[src/rtl/axis_pkg.sv]
// Shared types and default widths for the AXI-Stream packet generator.
package axis_pkg;

  localparam int unsigned DEFAULT_DATA_WIDTH = 8;
  localparam int unsigned DEFAULT_LEN_WIDTH  = 8;

  typedef enum logic {
    IDLE = 1'b0,
    SEND = 1'b1
  } state_e;

endpackage

[src/rtl/axis_packet_gen_if.sv]
// Command + AXI-Stream bundle for axis_packet_gen.
//   master modport : generator side (accepts commands, drives the stream)
//   slave modport  : environment side (issues commands, sinks the stream)
interface axis_packet_gen_if
  import axis_pkg::*;
#(
  parameter int unsigned DATA_WIDTH = DEFAULT_DATA_WIDTH,
  parameter int unsigned LEN_WIDTH  = DEFAULT_LEN_WIDTH
);

  logic                  cmd_valid;
  logic                  cmd_ready;
  logic [LEN_WIDTH-1:0]  cmd_len;
  logic [DATA_WIDTH-1:0] cmd_start;
  logic [DATA_WIDTH-1:0] cmd_step;

  logic                  tvalid;
  logic                  tready;
  logic [DATA_WIDTH-1:0] tdata;
  logic                  tlast;

  modport master (
    input  cmd_valid, cmd_len, cmd_start, cmd_step, tready,
    output cmd_ready, tvalid, tdata, tlast
  );

  modport slave (
    output cmd_valid, cmd_len, cmd_start, cmd_step, tready,
    input  cmd_ready, tvalid, tdata, tlast
  );

endinterface

[src/rtl/axis_packet_gen.sv]
// AXI-Stream packet generator: one accepted command produces cmd_len+1 beats
// of an arithmetic sequence (cmd_start, +cmd_step, ...), tlast on the final beat.
// Ports:
//   aclk, aresetn : clock, asynchronous active-low reset
//   bus (master)  : cmd_valid/cmd_ready/cmd_len/cmd_start/cmd_step,
//                   tvalid/tready/tdata/tlast
//   busy          : packet in progress
//   done          : one-cycle pulse after the final beat handshake
// All outputs come straight from flops.
module axis_packet_gen
  import axis_pkg::*;
#(
  parameter int unsigned DATA_WIDTH = DEFAULT_DATA_WIDTH,
  parameter int unsigned LEN_WIDTH  = DEFAULT_LEN_WIDTH
) (
  input  logic                   aclk,
  input  logic                   aresetn,
  axis_packet_gen_if.master      bus,
  output logic                   busy,
  output logic                   done
);

  state_e                state_q, state_d;
  logic                  tvalid_q, tvalid_d;
  logic                  tlast_q, tlast_d;
  logic [DATA_WIDTH-1:0] tdata_q, tdata_d;
  logic [DATA_WIDTH-1:0] step_q, step_d;
  logic [LEN_WIDTH-1:0]  remaining_q, remaining_d;
  logic                  cmd_ready_q, cmd_ready_d;
  logic                  busy_q, busy_d;
  logic                  done_q, done_d;

  // Next-state and next-output logic
  always_comb begin
    state_d     = state_q;
    tvalid_d    = tvalid_q;
    tlast_d     = tlast_q;
    tdata_d     = tdata_q;
    step_d      = step_q;
    remaining_d = remaining_q;
    cmd_ready_d = 1'b0;
    done_d      = 1'b0;

    case (state_q)
      IDLE: begin
        // cmd_ready_q is low on the first cycle out of reset, so no accept there
        if (bus.cmd_valid && cmd_ready_q) begin
          state_d     = SEND;
          tvalid_d    = 1'b1;
          tdata_d     = bus.cmd_start;
          tlast_d     = (bus.cmd_len == '0);
          remaining_d = bus.cmd_len;
          step_d      = bus.cmd_step;
        end else begin
          cmd_ready_d = 1'b1;
        end
      end

      SEND: begin
        if (tvalid_q && bus.tready) begin
          if (tlast_q) begin
            state_d     = IDLE;
            tvalid_d    = 1'b0;
            tlast_d     = 1'b0;
            done_d      = 1'b1;
            cmd_ready_d = 1'b1;
          end else begin
            // remaining counts beats still to follow; it reaches zero on the
            // final beat, so a full 2^LEN_WIDTH packet never wraps it
            tdata_d     = tdata_q + step_q;
            remaining_d = remaining_q - LEN_WIDTH'(1);
            tlast_d     = (remaining_q == LEN_WIDTH'(1));
          end
        end
      end

      default: begin
        state_d = IDLE;
      end
    endcase

    busy_d = (state_d == SEND);
  end

  // State and output registers
  always_ff @(posedge aclk or negedge aresetn) begin
    if (!aresetn) begin
      state_q     <= IDLE;
      tvalid_q    <= 1'b0;
      tlast_q     <= 1'b0;
      tdata_q     <= '0;
      step_q      <= '0;
      remaining_q <= '0;
      cmd_ready_q <= 1'b0;
      busy_q      <= 1'b0;
      done_q      <= 1'b0;
    end else begin
      state_q     <= state_d;
      tvalid_q    <= tvalid_d;
      tlast_q     <= tlast_d;
      tdata_q     <= tdata_d;
      step_q      <= step_d;
      remaining_q <= remaining_d;
      cmd_ready_q <= cmd_ready_d;
      busy_q      <= busy_d;
      done_q      <= done_d;
    end
  end

  assign bus.tvalid    = tvalid_q;
  assign bus.tlast     = tlast_q;
  assign bus.tdata     = tdata_q;
  assign bus.cmd_ready = cmd_ready_q;
  assign busy          = busy_q;
  assign done          = done_q;

endmodule

[src/flat_wrapper.sv]
// flat-port wrapper written by rule: the top's interface ports become plain ports
module axis_packet_gen_flat import axis_pkg::*;
#(
  parameter int unsigned DATA_WIDTH = DEFAULT_DATA_WIDTH,
  parameter int unsigned LEN_WIDTH  = DEFAULT_LEN_WIDTH
)
  (aclk, aresetn, busy, done, bus_cmd_valid, bus_cmd_len, bus_cmd_start, bus_cmd_step, bus_tready, bus_cmd_ready, bus_tvalid, bus_tdata, bus_tlast);
  axis_packet_gen_if #(.DATA_WIDTH(DATA_WIDTH), .LEN_WIDTH(LEN_WIDTH)) bus_i ();
  input  logic aclk;
  input  logic aresetn;
  output logic busy;
  output logic done;
  input wire logic [$bits(bus_i.cmd_valid)-1:0] bus_cmd_valid;
  input wire logic [$bits(bus_i.cmd_len)-1:0] bus_cmd_len;
  input wire logic [$bits(bus_i.cmd_start)-1:0] bus_cmd_start;
  input wire logic [$bits(bus_i.cmd_step)-1:0] bus_cmd_step;
  input wire logic [$bits(bus_i.tready)-1:0] bus_tready;
  output wire logic [$bits(bus_i.cmd_ready)-1:0] bus_cmd_ready;
  output wire logic [$bits(bus_i.tvalid)-1:0] bus_tvalid;
  output wire logic [$bits(bus_i.tdata)-1:0] bus_tdata;
  output wire logic [$bits(bus_i.tlast)-1:0] bus_tlast;
  assign bus_i.cmd_valid = bus_cmd_valid;
  assign bus_i.cmd_len = bus_cmd_len;
  assign bus_i.cmd_start = bus_cmd_start;
  assign bus_i.cmd_step = bus_cmd_step;
  assign bus_i.tready = bus_tready;
  assign bus_cmd_ready = bus_i.cmd_ready;
  assign bus_tvalid = bus_i.tvalid;
  assign bus_tdata = bus_i.tdata;
  assign bus_tlast = bus_i.tlast;
  axis_packet_gen #(.DATA_WIDTH(DATA_WIDTH), .LEN_WIDTH(LEN_WIDTH)) u_core (.aclk(aclk), .aresetn(aresetn), .bus(bus_i), .busy(busy), .done(done));
endmodule
[config.mk]
export PLATFORM = sky130hd
export DESIGN_NAME = axis_packet_gen_flat
export DESIGN_NICKNAME = d
export VERILOG_FILES = /design/src/rtl/axis_pkg.sv /design/src/rtl/axis_packet_gen_if.sv /design/src/rtl/axis_packet_gen.sv /design/src/flat_wrapper.sv
export SDC_FILE = /design/constraint.sdc
export NUM_CORES = 1
export LEC_CHECK = 0
export CAP_MARGIN = 10
export CORE_UTILIZATION = 41
export DETAILED_ROUTE_END_ITERATION = 8
export GPL_TIMING_DRIVEN = 0
export HOLD_SLACK_MARGIN = 0.15
export PLACE_DENSITY = 0.65
export SYNTH_ARGS = -nofsm -noshare
export SYNTH_HDL_FRONTEND = slang
export SYNTH_SLANG_ARGS = --single-unit
[constraint.sdc]
create_clock -name aclk -period 3.8 [get_ports aclk]
set_input_delay 0.76 -clock aclk [delete_from_list [all_inputs] [get_ports aclk]]
set_output_delay 0.76 -clock aclk [all_outputs]
set_load 0.05 [all_outputs]
; Word level (Yosys, flattened, before mapping)
; Index checks and enable logic that the tools add are counted.
[classes]
muxes = 25
n_addsub = 2
n_reduce_logical = 7
bitwise_logic = 1
eq_ne = 5
[op_table]
columns = operator, n
row1 = $mux 8, 6
row2 = $pmux 8 s2, 2
row3 = $mux 1, 13
row4 = $add 8x8->8, 1
row5 = $eq 8x1->1 const B, 1
row6 = $logic_not 8->1, 1
row7 = $pmux 1 s2, 4
row8 = $sub 8x1->8 const B, 1
row9 = $ne 2x2->1 const B, 3
row10 = $reduce_and 3->1, 2
row11 = $reduce_and 2->1, 2
row12 = $logic_and 1x1->1, 2
row13 = $ne 2x1->1 const B, 1
row14 = $not 1->1, 1
[word_totals]
word_cells = 48
in_bits = 28
output_inout_bits = 13
regBits = 29

; Longest topological paths before layout
[depth]
ltp_word = 4
depth_mapped = 8

; Worst setup path before layout
; Ideal clock, no wire load.
[synth_path]
kind = register to register
from = register u_core.tdata_q[0], in the netlist u_core.bus.tdata[0]
to = register u_core.tdata_q[6], in the netlist u_core.bus.tdata[6]
required_time_ns = 3.731
t_arrival_ns = 2.191
setup_slack_ns = 1.540
stages_incl_launch_ff = 9
cell_sequence = dfrtp_1 ha_1 inv_1 fa_1 nor2b_4 o31a_1 o21a_1 or4_1 nand3_1
[synth_between]
elab_chain_cells = 4
[synth_lines]
columns = element, line_no
row1 = "start, declared", axis_packet_gen.sv:26  ; logic [DATA_WIDTH-1:0] tdata_q, tdata_d;
row2 = "start signal, assigned", axis_packet_gen.sv:101  ; tdata_q <= tdata_d;
row3 = $add 8x8->8, axis_packet_gen.sv:70  ; tdata_d = tdata_q + step_q;
row4 = $mux 8, axis_packet_gen.sv:61  ; if (tlast_q) begin
row5 = $mux 8, axis_packet_gen.sv:60  ; if (tvalid_q && bus.tready) begin
row6 = $pmux 8 s2, axis_packet_gen.sv:44  ; case (state_q)
; No other way between the ends. The select of a mux whose other input is x is not followed.
; A chain may end at the register's enable or synchronous reset.

; Final worst setup path
[layout_path]
from = register u_core.tlast_q, in the netlist u_core.bus.tlast
to = output port bus_tlast
[layout_lines]
columns = element, line_no
row1 = "start, declared", axis_packet_gen.sv:25  ; logic tlast_q, tlast_d;
row2 = "start signal, assigned", axis_packet_gen.sv:100  ; tlast_q <= tlast_d;
row3 = "end, declared", flat_wrapper.sv:21  ; output wire logic [$bits(bus_i.tlast)-1:0] bus_tlast;
; No word-level cell between the ends.

==> flow_metrics.tcl <==
set metrics [dict create \
    outcome "finished, final reports clean" \
    p_int_mw 1.11 \
    setup.worst_path.start_class "flip-flop" \
    drive_above_1_share_pct 9.05 \
    yosysUniqueCellTypes 40 \
    finalPower_mw 2.04 \
    cts_resized 0 \
    crit_chain "clkdlybuf4s50_1" \
    grt_pass1_vias 1545 \
    track_usage_pct 21.0 \
    fmaxAchievable_mhz 432 \
    post_cts_buffers 0 \
    wirelength_um 4030 \
    cpPeakStageDelay_ns 0.84 \
    synth_top_area_share_pct 43.1 \
    most-common-layout-cells "40 x clkdlybuf4s50_1, 29 x dfrtp_1, 17 x o21ai_0" \
    clk_pin_slew_ns 0.06 \
    ir_worst_vdd_mv 0.442 \
    start_util_pct 44.3 \
    antenna_found_initial 0 \
    synth_top_area_cell "dfrtp_1" \
    ys_seq_elements 29 \
    antennaDiodeCount 0 \
    slowest_stage "clkdlybuf4s50_1" \
    rsz0062_at_grt "no" \
    switchingPower_mw 0.933 \
    power_frac_seq_pct 28.4 \
    antenna_left 0 \
    final.setup.tns_ns 0 \
    yosys_warnings 0 \
    grt_start_max_net_pins 18 \
    final.period_utilization_pct 61.0 \
    die_w_um 66.1 \
    first_iter_violations 71 \
    coreArea_um2 3800 \
    synth_flop_cell "dfrtp_1" \
    final_max_slew_viol_count 0 \
    place_congestion 0.840 \
    reg2reg_slack_ns 1.64 \
    worstPathMaxFanout 6 \
    htree_levels 2 \
    firstDrtPassIters 4 \
    min_path_type "flip-flop to flip-flop" \
    ys_top_cells_by_area "dfrtp_1 43%, ha_1 6.7%, mux2_2 5.3%" \
    hold_buffers 0 \
    syn_inst 173 \
    cts_root_buf "clkbuf_8" \
    syn_to_final_growth_pct 34.1 \
    cp_num_buf_inv 1 \
    timing.hold.ws_ns 0.516 \
    cellLeakagePower_nw 0.984 \
    numCtsBuffers 5 \
    swShare_pct 45.8 \
    dp_hpwl_um 3050 \
    timing.slew.headroom_pct 53.6 \
    vias 1474 \
    cts_tree "yes" \
    avgSynthCellArea_um2 9.73 \
    cp.required_ns 3.04 \
    power.density_nw_per_um2 902 \
    layout_commonest_cell "clkdlybuf4s50_1" \
    maxCapViolCount 0 \
    rows 22 \
    die_h_um 66.1 \
    critPathKind "flip-flop to output pin" \
    worstMarginPinSlew_ns 0.693 \
    via_per_inst 5.48 \
    layout_min_cycle_time_ns 2.32 \
    path_delay_family "buffers and inverters" \
    fin_util_pct 59.5 \
    drc 0 \
    clkLatencyLatePin_ns 0.27 \
    clock-sinks 29 \
    setup_violations 0 \
    dieArea_um2 4370 \
    yosysSeqAreaShare_pct 43.1 \
    skew_ns 0.00477 \
    post_drt_wl_per_cell_um 15.0 \
    synth_edf_count 0 \
    async_flop_share_pct 100 \
    grt_pass1_wl_um 6950 \
    pwr-share-clk_pct 12.1 \
    hold_viol 0 \
    io_pins 41 \
    syn_nets 211 \
    endpoint_kind "output pin" \
    max-clock-path-buffers 2 \
    final_nets 259 \
    cp.arrival_ns 1.56 \
    port_buffers 40 \
    grt_overflow 0 \
    synth_area_um2 1680 \
    pwr-share-comb_pct 59.5 \
]
[per-layer routing]
layer | GRT usage [%] | up-vias | share of wire [%]
met4 | 6.12 | 0 | 0.42
met3 | 3.28 | 2 | 6.2
met1 | 25.7 | 703 | 42
met2 | 37.5 | 42 | 51
li1 | - | 727 | -
met5 | 0 | - | 0
[metrics by stage]
stage	setup slack (ns)	std cells	cell area, um2
finish	1.48	269	2260
floorplan	1.54	173	1680
CTS	1.46	269	2260
global route	1.42	269	2260
detailed placement	1.24	262	2170
global placement	1.32	261	2140
[worst paths after layout]
kind	start	end	depth (start not counted)
worst max-delay path	u_core.bus.tlast	bus_tlast	1
worst min-delay path	u_core.step_q[2]	u_core.step_q[2]	1
worst max register to register	u_core.bus.tdata[0]	u_core.bus.tdata[6]	8
worst min register to register	u_core.step_q[2]	u_core.step_q[2]	1
max in group asynchronous	aresetn	u_core.state_q	2
min in group asynchronous	aresetn	u_core.step_q[0]	1
[state kept, by name, indices dropped and copies added (netlist names)]
register              count
u_core.step_q             8
u_core.bus.tdata          8
u_core.bus.cmd_ready      1
u_core.done               1
u_core.bus.tvalid         1
u_core.bus.tlast          1
u_core.remaining_q        8
u_core.state_q            1
[synthesized netlist by cell type, types with 3 or more instances]
cell type  count
a21oi_1       14
inv_1         10
o21a_1         5
nand3_1        9
o22ai_1        4
nor2_1         6
dfrtp_1       29
nand2_1       13
ha_1           9
o21ai_0       17
mux2i_1        7
mux2_2         8
buf_2          3
o211ai_1       3
xnor2_1        3
[area by class of cell]
type / instances / area [um2]
plain buffers: 6 / 26.3
clock buffers: 7 / 86.3
fillers: 336 / 1540
inverters: 10 / 37.5
multi-input cells: 128 / 895
flip-flops and latches: 29 / 726
well taps: 48 / 60.1
repair buffers: 41 / 428
[kinds of logic (layout without fill, tap and decap cells)]
group	count (synthesis)	in the layout	synth area share, %
DFF	29	29	43.1
buffers and inverters	16	64	3.79
AOI/OAI and AO/OA	57	57	21.0
and+or+nand+nor	43	43	13.2
adders and majority gates	10	10	7.88
muxes	15	15	9.51
xor gates and xnor gates	3	3	1.56
[power by group through the flow]
stage | registers, mW | clock network, mW | logic [mW]
after floorplan | 0.762 | 0 | 0.690
after global placement | 0.576 | 0 | 1.18
after detailed placement | 0.583 | 0 | 1.21
after CTS | 0.578 | 0.255 | 1.22
after global routing | 0.604 | 0.267 | 1.34
final | 0.578 | 0.247 | 1.21
No activity file was read; power rests on OpenSTA's default activity.
